$ cat src/rtl/ec1_prog_loader.sv
// rtl/ec1_prog_loader.sv - framed byte-stream loader into EC1 program RAM; holds the CPU until a frame checks good.
// Define EC1_LOADER_HALT_PAD_EN to fill words beyond the program with HALT before release.
module ec1_prog_loader #(
  parameter int                ADDR_W    = 5,
  parameter int                DATA_W    = 8,
  parameter logic [7:0]        SYNC_BYTE = 8'hA5,
  parameter logic [DATA_W-1:0] HALT_WORD = 8'hE0
) (
  input  logic              clk,
  input  logic              reset,
  input  logic              in_valid,
  input  logic [7:0]        in_data,
  output logic              in_ready,
  input  logic              reload,
  output logic              mem_we,
  output logic [ADDR_W-1:0] mem_addr,
  output logic [DATA_W-1:0] mem_wdata,
  output logic              cpu_hold,
  output logic              done,
  output logic              err,
  output logic [2:0]        state_o
);

  localparam int DEPTH = 2 ** ADDR_W;
`ifdef EC1_LOADER_HALT_PAD_EN
  localparam bit PAD_EN = 1'b1;
`else
  localparam bit PAD_EN = 1'b0;
`endif

  typedef enum logic [2:0] {
    IDLE = 3'b000,
    LEN  = 3'b001,
    DATA = 3'b010,
    CSUM = 3'b011,
    PAD  = 3'b100,
    RUN  = 3'b101,
    ERR  = 3'b110
  } state_t;

  state_t            state;
  logic [ADDR_W-1:0] addr;
  logic [ADDR_W:0]   len;
  logic [ADDR_W:0]   cnt;
  logic [ADDR_W:0]   cnt_next;
  logic [7:0]        sum;
  logic [7:0]        sum_next;
  logic              xfer;
  logic              len_bad;

  assign state_o  = state;
  assign in_ready = !reload && (state == IDLE || state == LEN || state == DATA || state == CSUM);
  assign xfer     = in_valid && in_ready;
  assign sum_next = sum + in_data;
  assign cnt_next = cnt + 1'b1;
  assign len_bad  = (in_data == 8'd0) || (int'(in_data) > DEPTH);

  always_ff @(posedge clk or negedge reset) begin
    if (!reset) begin
      state     <= IDLE;
      addr      <= '0;
      len       <= '0;
      cnt       <= '0;
      sum       <= '0;
      mem_we    <= 1'b0;
      mem_addr  <= '0;
      mem_wdata <= '0;
      cpu_hold  <= 1'b1;
      done      <= 1'b0;
      err       <= 1'b0;
    end else begin
      mem_we <= 1'b0;
      if (reload) begin
        state    <= IDLE;
        cpu_hold <= 1'b1;
        done     <= 1'b0;
        err      <= 1'b0;
      end else begin
        case (state)
          IDLE: if (xfer && in_data == SYNC_BYTE) state <= LEN;
          LEN: if (xfer) begin
            if (len_bad) begin
              state <= ERR;
              err   <= 1'b1;
            end else begin
              len   <= (ADDR_W + 1)'(in_data);
              addr  <= '0;
              cnt   <= '0;
              sum   <= '0;
              state <= DATA;
            end
          end
          DATA: if (xfer) begin
            mem_we    <= 1'b1;
            mem_addr  <= addr;
            mem_wdata <= DATA_W'(in_data);
            sum       <= sum_next;
            addr      <= addr + 1'b1;
            cnt       <= cnt_next;
            if (cnt_next == len) state <= CSUM;
          end
          CSUM: if (xfer) begin
            // addr already equals L here, so padding starts right after the program
            if (sum_next == 8'd0) begin
              if (PAD_EN && !len[ADDR_W]) begin
                state <= PAD;
              end else begin
                state    <= RUN;
                cpu_hold <= 1'b0;
                done     <= 1'b1;
              end
            end else begin
              state <= ERR;
              err   <= 1'b1;
            end
          end
          PAD: begin
            if (PAD_EN) begin
              mem_we    <= 1'b1;
              mem_addr  <= addr;
              mem_wdata <= HALT_WORD;
              addr      <= addr + 1'b1;
              if (addr == '1) begin
                state    <= RUN;
                cpu_hold <= 1'b0;
                done     <= 1'b1;
              end
            end else begin
              state <= ERR;
              err   <= 1'b1;
            end
          end
          RUN: state <= RUN;
          ERR: state <= ERR;
          default: begin
            state    <= ERR;
            err      <= 1'b1;
            cpu_hold <= 1'b1;
            done     <= 1'b0;
          end
        endcase
      end
    end
  end

endmodule

$ cat config.mk
export PLATFORM = sky130hd
export DESIGN_NAME = ec1_prog_loader
export DESIGN_NICKNAME = d
export VERILOG_FILES = /design/src/rtl/ec1_prog_loader.sv
export SDC_FILE = /design/constraint.sdc
export NUM_CORES = 1
export LEC_CHECK = 0
export ABC_AREA = 0
export BUFFER_PORTS_ARGS = -buffer_cell sky130_fd_sc_hd__buf_2
export CORE_MARGIN = 5
export CORE_UTILIZATION = 50
export CTS_CLUSTER_DIAMETER = 100
export DETAILED_ROUTE_END_ITERATION = 8
export PLACE_DENSITY_LB_ADDON = 0.15
export REMOVE_ABC_BUFFERS = 1
export SYNTH_ARGS = -nofsm -noshare
export SYNTH_HDL_FRONTEND = slang
export SYNTH_SLANG_ARGS = --single-unit
$ cat constraint.sdc
create_clock -name clk -period 2.7 [get_ports clk]
set_input_delay 0.81 -clock clk [delete_from_list [all_inputs] [get_ports clk]]
set_output_delay 0.81 -clock clk [all_outputs]
set_load 0.02 [all_outputs]
==> results by group, run 1 <==
Floorplanning
  • I/O pin total: 33
  • DIE AREA: 6470 µm²
  • Initial Utilization: 0.519
  • Core footprint: 4790 µm²
  • Die Y-Extent: 80.5 µm
  • Die width: 80.5 µm
  • Row count: 25

GRT
  • First-pass GRT wire length: 10.3 mm
  • Vias in the first global route: 2137
  • Initial antenna violation count: 0
  • GR Overflow Total: 0
  • Largest net degree at the start of global routing: 25
  • Tot GR Track Use: 0.205

STA
  • Worst Setup Slack, final: 87.7 ps
  • Setup violators final: 0
  • RSZ-0062 raised after global routing: true
  • Tcrit/Tclk final: 0.968
  • Worst slew margin: 0.634
  • Fmax: 383 MHz
  • Slew @ Worst Pin: 547 ps
  • Slew Viols, Final: 0
  • WHS: 473 ps
  • Fin Clk Skew: 9.66 ps
  • Tmin final: 2610 ps
  • Hold Fails Final Rpt: 0

Synth
  • Number of enable flip-flop cells after synthesis: 0
  • Cell taking the most area after synthesis: dfrtp_1
  • Seq cells post-synth: 45
  • Simple-Gate Fraction of Synth Area: 0.240
  • Compound-gate portion of the synthesized area: 0.171
  • Largest family of logic cells by synthesized area: simple AND/OR/NAND/NOR gates
  • Post-Syn Area: 2480 µm²
  • Post-synthesis mux area share: 0
  • Async SR Flop Fraction: 1.00
  • Post-synth top cells: nand2_1 (75), dfrtp_1 (44), nor2_1 (18)
  • Count leader, synth: nand2_1
  • Ys flop type: dfrtp_1
  • Area fraction of the dominant cell type after synthesis: 0.444
  • Post-Synthesis Cells: 268
  • Seq/Total Area, Yosys: 0.454
  • Post-Synth XOR/XNOR Area: 0.0549
  • Top post-synthesis cells by area: dfrtp_1 (44%), nand2_1 (11%), ha_1 (4.5%)
  • Synthesized-area fraction occupied by adder cells: 0.0534
  • Unique cell type count in the Yosys netlist: 47
  • Synth warnings: 0
  • Average cell area after synthesis: 9.26 µm²

Routing
  • DR WL/cell: 14.8 µm
  • Drc violations: 0
  • Total routed wirelength: 5.95 mm
  • Antenna viol nets, final: 0
  • DR iter-0 viols: 124
  • 1st-pass router iterations: 4
  • Average vias per placed instance: 5.34
  • Via count: 2142

Layout
  • Syn-to-layout area delta: 25.0%
  • Cell area after layout: 3100 µm²
  • Final Util: 0.648
  • # fillers: 408
  • Antenna diodes: 0
  • Fraction of layout cells with a size suffix above 1: 0.278
  • Net count, final: 355

Place
  • Placement Setup Slack: -431 ps
  • Post-DP HPWL: 4.32 mm
  • Number of port buffers: 32
  • GPL Wtd Cong: 0.861
  • DP Area: 2930 µm²

Power
  • Peak VDD IR: 325 µV
  • Switching power total: 0.000321 W
  • Reg power frac: 0.554
  • LEAKAGE: 1.56 nW
  • Logic gate share of total power: 0.097
  • Power density cells: 398 nW/µm²
  • Clock Power Share: 0.350
  • Sw Share: 0.260
  • Pint: 0.000914 W

Critical path
  • CP peak stage delay: 530 ps
  • Family with the most delay on the worst path: simple AND/OR/NAND/NOR gates
  • Worst setup EP type: register
  • Peak fanout along the critical path: 5
  • Critical path data arrival time: 2840 ps
  • CP Class: primary input to register
  • CP bufs+invs: 2
  • CP max stage cell: or4b_4
  • Cell breakdown of the critical path: buf_2 > ha_1 > o21ai_0 > or4b_4 > o2111ai_4 > nor4_4 > buf_4 > or3b_1 > and3_1
  • Worst EP required: 2930 ps
  • Worst Setup Start Kind: primary input

CTS
  • H-tree Lvls: 2
  • Total CTS buffers: 5
  • Quantity of hold-fixing buffers added after cts: 0
  • Clock Root Buffer: clkbuf_8
  • Maximum clock path buffer count: 2
  • CTS tree: done
  • Worst-Skew Late Latency: 300 ps
  • Clock sink count: 45
  • Clock transition at the registers of the reported paths: 80 ps

Worst hold path
  • Path type of the worst min-delay path: register to register

Run status
  • Outcome: completed

Run
  • Max-capacitance violation count: 0
-- placed cells by master, fill, tap and decap left out, types with 2 or more instances in the layout --
| cell | instances |
|---|---|
| nand2_1 | 75 |
| dfrtp_1 | 44 |
| buf_4 | 34 |
| buf_2 | 32 |
| nor2_1 | 18 |
| o21ai_0 | 13 |
| a22o_1 | 9 |
| a21oi_1 | 8 |
| xnor2_1 | 8 |
| ha_1 | 8 |
| inv_1 | 6 |
| o31ai_1 | 6 |
| nand3_1 | 5 |
| xor2_1 | 5 |
| clkbuf_8 | 5 |
| and3_1 | 4 |
| o211ai_1 | 4 |
| nor3_1 | 4 |
| nand2b_1 | 3 |
| nand4_1 | 3 |
| a211oi_1 | 3 |
| nor2b_1 | 2 |
| and2_1 | 2 |
| o31a_1 | 2 |
| nor4_4 | 2 |
| o21ba_2 | 2 |
| or3_1 | 2 |
-- flip-flops by register name, indices dropped and copies added, names as in the netlist --
name,flops
mem_wdata,8
addr,5
mem_addr,5
sum,8
cnt,6
mem_we,1
len,6
done,1
cpu_hold,1
err,1
state_o,3
-- cell families after synthesis --
| logic type | count (synthesis) |
|---|---|
| and+or+nand+nor | 127 |
| adders and majority gates | 10 |
| AOI/OAI and AO/OA | 57 |
| buffers and inverters | 15 |
| DFF | 45 |
| xor gates and xnor gates | 14 |
-- stage by stage --
step	std cells	setup TNS [ps]	total power, W
5_1_grt	401	-13.1	0.00129
6_report	401	0	0.00124
3_5_place_dp	389	-3310	0.000811
4_1_cts	399	0	0.00124
3_3_place_gp	389	-2430	0.000809
2_1_floorplan	259	-709	0.000743
-- final cells by class --
type | instances | area [µm²] | area share
well taps | 67 | 83.8 | 0.0270
repair buffers | 67 | 435 | 0.140
clock inverters | 3 | 21.3 | 0.00685
flip-flops and latches | 45 | 1130 | 0.363
inverters | 6 | 22.5 | 0.00726
clock buffers | 5 | 68.8 | 0.0222
multi-input cells | 208 | 1340 | 0.433
-- power by group through the flow --
stage                     clock [W]  combinational, W  sequential [W]
after floorplan                   0         0.0000445        0.000698
after global placement            0          0.000112        0.000697
after detailed placement          0          0.000114        0.000697
after CTS                  0.000440          0.000121        0.000684
after global routing       0.000472          0.000133        0.000685
final                      0.000432          0.000119        0.000684
-- metal layers --
metal  track usage  share of wire  routed length (µm)
met5             0              0                   0
met4        0.0659         0.0059                  35
met3        0.0426          0.048                 287
met2         0.320           0.46                2740
met1         0.286           0.48                2880
-- tightest hold or removal path: stages (launching register included) --
cell	delay (ps)
dfrtp_1	350
nand2_1	50
nand2_1	50
-- path summary, 6_finish.rpt --
check / from / end / slack (ps) / cells after the start
max in group asynchronous: reset / cpu_hold / 1630 / 2
min: mem_wdata[7] / mem_wdata[7] / 470 / 2
min reg2reg: mem_wdata[7] / mem_wdata[7] / 470 / 2
max: in_data[3] / cpu_hold / 90 / 9
min in group asynchronous: reset / sum[5] / 480 / 1
max reg2reg: sum[0] / cpu_hold / 280 / 9
-- what timing repair did --
item	4_1_cts	5_1_grt
hold endpoints to repair	0	0
pin swaps	5	7
gates resized for setup	8	1
setup endpoints to repair	5	6
setup buffers	2	2
gates cloned	0	0
Power figures use the tool's default switching activity.
==> inputs of run 2 (changes only) <==
Settings changed: CORE_UTILIZATION 50 to 52, CTS_CLUSTER_DIAMETER 100 to unset.
Clock period 2.7 ns to 2.2 ns, I/O delays scaled along.
==> run 2 against run 1 <==
  * The flow now finishes with violations (setup timing)
  * Worst setup slack got worse by 370 ps
  * Cell area increased by 12%
  * Clock skew shrank 3.9 ps
  * Sequential power rose by 23%
  * Final cell count is 1.5% higher
  * Clock-buffer cell count rose by 1
  * Flip-flop and latch count did not move
  * Global-route usage up 1.2 points
  * Critical path depth stayed put
==> results by group, run 2 (same netlist as run 1, synthesis figures left out) <==
Run status
  • Outcome: finished with violations
  • Failing checks: setup timing

GRT
  • GR Overflow Total: 0 (unchanged)
  • Tot GR Track Use: 0.218 (+0.0125)
  • Largest net degree at the start of global routing: 27 (+8.0%)
  • Vias in the first global route: 2261 (+5.8%)
  • First-pass GRT wire length: 10.7 mm (+3.9%)
  • Initial antenna violation count: 0 (unchanged)

Routing
  • DR iter-0 viols: 109 (-12%)
  • Via count: 2302 (+7.5%)
  • DR WL/cell: 15.8 µm (+6.8%)
  • Drc violations: 0 (unchanged)
  • Average vias per placed instance: 5.66 (+5.9%)
  • Total routed wirelength: 6.45 mm (+8.4%)
  • Antenna viol nets, final: 0 (unchanged)
  • 1st-pass router iterations: 4 (unchanged)

Critical path
  • CP Depth: 9 (unchanged)
  • Critical path data arrival time: 2720 ps (-120 ps)
  • Worst Setup Start Kind: primary input
  • CP max stage cell: or4b_4
  • Cell breakdown of the critical path: buf_2 > ha_1 > o21ai_1 > or4b_4 > o2111ai_4 > nor4_4 > buf_4 > or3b_1 > and3_1
  • CP bufs+invs: 2 (unchanged)
  • Worst setup startpoint: in_data[4]
  • Family with the most delay on the worst path: simple AND/OR/NAND/NOR gates
  • CP Class: primary input to register
  • Worst setup EP type: register
  • Worst EP required: 2440 ps (-490 ps)
  • FF-to-FF End: cpu_hold
  • FF-to-FF Start: sum[3]
  • Reg2reg setup slack: -260 ps (-540 ps)
  • CP peak stage delay: 540 ps (about the same)
  • Worst reg-to-reg path cell count: 8 (-1)
  • Peak fanout along the critical path: 4 (-1)
  • Critical path endpoint: cpu_hold

CTS
  • Clock Root Buffer: clkbuf_8
  • Total CTS buffers: 5 (unchanged)
  • Worst-Skew Late Latency: 300 ps (about the same)
  • H-tree Lvls: 2 (unchanged)
  • Clock transition at the registers of the reported paths: 90 ps (about the same)
  • CTS tree: done
  • Maximum clock path buffer count: 2 (unchanged)
  • Quantity of hold-fixing buffers added after cts: 0 (unchanged)
  • Clock sink count: 45 (unchanged)

Layout
  • Most common cell after layout, fill and taps aside: nand2_1
  • # fillers: 334 (-18%)
  • Most frequent cells in the layout: nand2_1 (69), dfrtp_1 (44), buf_4 (42)
  • Syn-to-layout area delta: 39.4%
  • Biggest regs: mem_wdata (8), sum (8)
  • Antenna diodes: 0 (unchanged)
  • Sequential cell area: 1130 µm² (unchanged)
  • Fraction of layout cells with a size suffix above 1: 0.382 (+0.104)
  • Net count, final: 374 (+5.4%)
  • Footprint of the multi-input gates: 1500 µm² (+12%)

STA
  • Worst slew margin: 0.662 (+0.0277)
  • Hold Fails Final Rpt: 0 (unchanged)
  • Slew @ Worst Pin: 507 ps (-39.5 ps)
  • Setup violators final: 19 (+19)
  • RSZ-0062 raised after global routing: true
  • Worst Setup Slack, final: -285 ps (-372 ps)
  • Fin Clk Skew: 5.76 ps (-3.89 ps)
  • Tcrit/Tclk final: 1.13
  • Slew Viols, Final: 0 (unchanged)
  • WHS: 316 ps (-156 ps)
  • Fmax: 402 MHz
  • Tmin final: 2480 ps

Power
  • LEAKAGE: 1.72 nW (+9.8%)
  • Peak VDD IR: 341 µV (+4.8%)
  • Power density cells: 479 nW/µm² (+20%)

Floorplanning
  • Die Y-Extent: 79.1 µm (-1.7%)
  • I/O pin total: 33 (unchanged)
  • Die width: 79.1 µm (-1.7%)
  • Row count: 25 (unchanged)
  • DIE AREA: 6260 µm² (-3.4%)
  • Initial Utilization: 0.529 (+0.0104)
  • Core footprint: 4690 µm² (-2.0%)

Run
  • Max-capacitance violation count: 0 (unchanged)

Worst hold path
  • Path type of the worst min-delay path: primary input to asynchronous set/reset pin

Place
  • Placement Setup Slack: -811 ps (-380 ps)
  • Post-DP HPWL: 4.36 mm (+1.0%)
  • Number of port buffers: 32 (unchanged)
  • GPL Wtd Cong: 0.846 (-1.8%)
-- run 2: cell type report --
| class | count | area share |
|---|---|---|
| Multi-Input combinational cell | 209 | 0.434 |
| Clock buffer | 6 | 0.0210 |
| Timing Repair Buffer | 85 | 0.182 |
| Clock inverter | 2 | 0.0112 |
| Inverter | 6 | 0.00651 |
| Tap cell | 54 | 0.0195 |
| Sequential cell | 45 | 0.326 |
-- run 2: where the power goes --
part	internal, W	total [W]	switching (W)
logic	0.0000840	0.000181	0.0000969
registers	0.000833	0.000840	0.00000677
clock network	0.000341	0.000636	0.000295
total	0.00126	0.00166	0.000398
-- run 2: metrics by stage --
| step | power (W) | std cells | util | TNS (ps) | area [µm²] |
|---|---|---|---|---|---|
| finish | 0.00166 | 407 | 0.738 | -1740 | 3460 |
| global route | 0.00172 | 407 | 0.738 | -3220 | 3460 |
| CTS | 0.00165 | 398 | 0.691 | -1830 | 3240 |
| detailed placement | 0.000999 | 385 | 0.635 | -14390 | 2980 |
| global placement | 0.000998 | 385 | 0.635 | -13510 | 2980 |
| floorplan | 0.000912 | 259 | - | -9140 | 2440 |
-- run 2: metal layers --
metal / share of wire / track usage
met5: 0 / 0
met4: 0.016 / 0.0584
met3: 0.043 / 0.0420
met2: 0.49 / 0.368
met1: 0.45 / 0.287
-- run 2: repair_timing --
| item | 4_1_cts | 5_1_grt |
|---|---|---|
| gates cloned | 0 | 1 |
| buffers inserted | 6 | 8 |
| resized for setup | 35 | 34 |
| pin swaps | 25 | 23 |
| setup endpoints to repair | 30 | 30 |
-- run 2: worst min path at each step --
stage | start | to
2_1_floorplan | reset | addr[0]
3_3_place_gp | mem_addr[0] | mem_addr[0]
3_5_place_dp | mem_addr[4] | mem_addr[4]
4_1_cts | reset | mem_wdata[5]
5_1_grt | reset | mem_wdata[5]
6_report | reset | mem_wdata[5]
==> inputs of run 3 (changes only) <==
Settings changed: REMOVE_ABC_BUFFERS 1 to unset.
==> run 3 against run 2 <==
  * The flow still finishes with violations (setup timing)
  * Worst hold slack worse by 1.1 ps
  * Core utilization up 0.61 points
  * Power up 7.7%
  * First-iteration DRC count up 14%
  * Cell area up 0.83%
  * Fmax down 0.11%
  * Final cell count down 0.74%
  * Clock skew up 1.1 ps
  * Critical path depth up 2
  * Routed wire length up 5.5%
  * Worst setup slack worse by 2.8 ps
  * Critical path type unchanged
  * Largest power group unchanged
==> results by group, run 3 (same netlist as run 1, synthesis figures left out) <==
Run status
  • Failing checks: setup timing
  • Outcome: finished with violations

Critical path
  • CP bufs+invs: 3 (+1)
  • Worst EP required: 2450 ps (about the same)
  • Worst setup startpoint: in_data[0]
  • CP Class: primary input to register
  • FF-to-FF Start: sum[0]
  • Family with the most delay on the worst path: compound AO/OA/AOI/OAI gates
  • CP Depth: 11 (+2)
  • Worst reg-to-reg path cell count: 10 (+2)
  • Critical path data arrival time: 2740 ps (+20 ps)
  • Peak fanout along the critical path: 6 (+2)
  • Reg2reg setup slack: -260 ps (about the same)
  • CP peak stage delay: 370 ps (-170 ps)
  • Worst Setup Start Kind: primary input
  • CP max stage cell: fa_2
  • Critical path endpoint: cpu_hold
  • Worst setup EP type: register
  • Cell breakdown of the critical path: buf_8 > ha_4 > fa_2 > a211oi_4 > buf_4 > o211ai_1 > o2111ai_4 > nor4_4 > buf_6 > or3b_1 > and3_1
  • FF-to-FF End: cpu_hold

STA
  • Sum Neg Setup Slack: -1700 ps (+37.1 ps)
  • Tcrit/Tclk final: 1.13 (+0.00126)
  • Worst slew margin: 0.653 (-0.00849)
  • Tmin final: 2490 ps (+2.76 ps)
  • RSZ-0062 raised after global routing: true
  • Fmax: 402 MHz (-0.11%)
  • Slew @ Worst Pin: 520 ps (+12.7 ps)
  • Worst Setup Slack, final: -288 ps (-2.76 ps)
  • WHS: 315 ps (-1.06 ps)
  • Fin Clk Skew: 6.86 ps (+1.10 ps)
  • Hold Fails Final Rpt: 0 (unchanged)
  • Slew Viols, Final: 0 (unchanged)
  • Setup violators final: 22 (+3)

Routing
  • DR iter-0 viols: 124 (+14%)
  • DR WL/cell: 16.8 µm (+6.2%)
  • 1st-pass router iterations: 4 (unchanged)
  • Average vias per placed instance: 5.66 (about the same)
  • Drc violations: 0 (unchanged)
  • Antenna viol nets, final: 0 (unchanged)
  • Via count: 2285 (-0.74%)
  • Total routed wirelength: 6.80 mm (+5.5%)

Floorplanning
  • I/O pin total: 33 (unchanged)
  • Die Y-Extent: 79.1 µm (unchanged)
  • DIE AREA: 6260 µm² (unchanged)
  • Core footprint: 4690 µm² (unchanged)
  • Die width: 79.1 µm (unchanged)
  • Row count: 25 (unchanged)
  • Initial Utilization: 0.529 (unchanged)

CTS
  • CTS tree: done
  • Clock sink count: 45 (unchanged)
  • Total CTS buffers: 5 (unchanged)
  • Clock transition at the registers of the reported paths: 90 ps (about the same)
  • Clock Root Buffer: clkbuf_8
  • Maximum clock path buffer count: 2 (unchanged)
  • Worst-Skew Late Latency: 310 ps (about the same)
  • H-tree Lvls: 2 (unchanged)

Run
  • Max-capacitance violation count: 0 (unchanged)

Layout
  • Most frequent cells in the layout: nand2_1 (69), dfrtp_1 (44), buf_4 (43)
  • Fraction of layout cells with a size suffix above 1: 0.371 (-0.0110)
  • Final Util: 0.744 (+0.00613)
  • Net count, final: 371 (-0.80%)
  • Biggest regs: mem_wdata (8), sum (8)
  • Most common cell after layout, fill and taps aside: nand2_1
  • Syn-to-layout area delta: 40.6%
  • Antenna diodes: 0 (unchanged)

GRT
  • First-pass GRT wire length: 11.1 mm (+3.0%)
  • GR Overflow Total: 0 (unchanged)
  • Initial antenna violation count: 0 (unchanged)
  • Vias in the first global route: 2219 (-1.9%)
  • Largest net degree at the start of global routing: 25 (-7.4%)
  • Tot GR Track Use: 0.230 (+0.0121)

Synth
  • Syn nets: 290

Place
  • GPL Wtd Cong: 0.832 (-1.7%)
  • Post-DP HPWL: 4.74 mm (+8.5%)
  • Number of port buffers: 32 (unchanged)
  • Placement Setup Slack: -664 ps (+146 ps)

Power
  • LEAKAGE: 1.71 nW (-0.29%)
  • Total power: 0.00178 W (+7.7%)
  • Peak VDD IR: 504 µV (+48%)
  • Power density cells: 511 nW/µm² (+6.8%)

Worst hold path
  • Path type of the worst min-delay path: primary input to asynchronous set/reset pin
==> run 3: final cells by class <==
type,instances,area [µm²]
Multi-Input combinational cell,208,1510
Clock inverter,3,65.1
Inverter,6,22.5
Clock buffer,5,68.8
Tap cell,54,67.6
Sequential cell,45,1130
Fill cell,316,1200
Timing Repair Buffer,83,627
==> run 3: layer usage <==
metal	vias up	GRT usage	part of all wire
met5	-	0	0
met4	0	0.0756	0.021
met1	1101	0.308	0.43
li1	1100	-	-
met3	14	0.0454	0.063
met2	70	0.374	0.49
==> run 3: metrics by stage <==
step	instance area [µm²]	cells
6_report	3490	404
5_1_grt	3490	404
4_1_cts	3380	402
3_5_place_dp	3070	391
3_3_place_gp	3070	391
2_1_floorplan	2520	268
==> run 3: how the worst min path moves through the flow <==
stage                     slack [ps]            to
after CTS                        330    state_o[2]
final                            320    state_o[2]
after floorplan                  360       addr[0]
after detailed placement         460  mem_wdata[1]
after global placement           450  mem_wdata[3]
after global routing             350    state_o[2]
==> run 3: what timing repair did <==
item | CTS | global route
setup buffers | 3 | 2
gates resized for setup | 40 | 18
hold buffers | 0 | 0
pin swaps | 20 | 10
endpoints found under the setup margin | 30 | 30
==> run 3: report_power, final <==
| group | internal [W] | switching, W | leakage, nW |
|---|---|---|---|
| clock network | 0.000451 | 0.000299 | 0.0681 |
| logic | 0.0000947 | 0.0000980 | 1.02 |
| registers | 0.000833 | 0.00000795 | 0.624 |
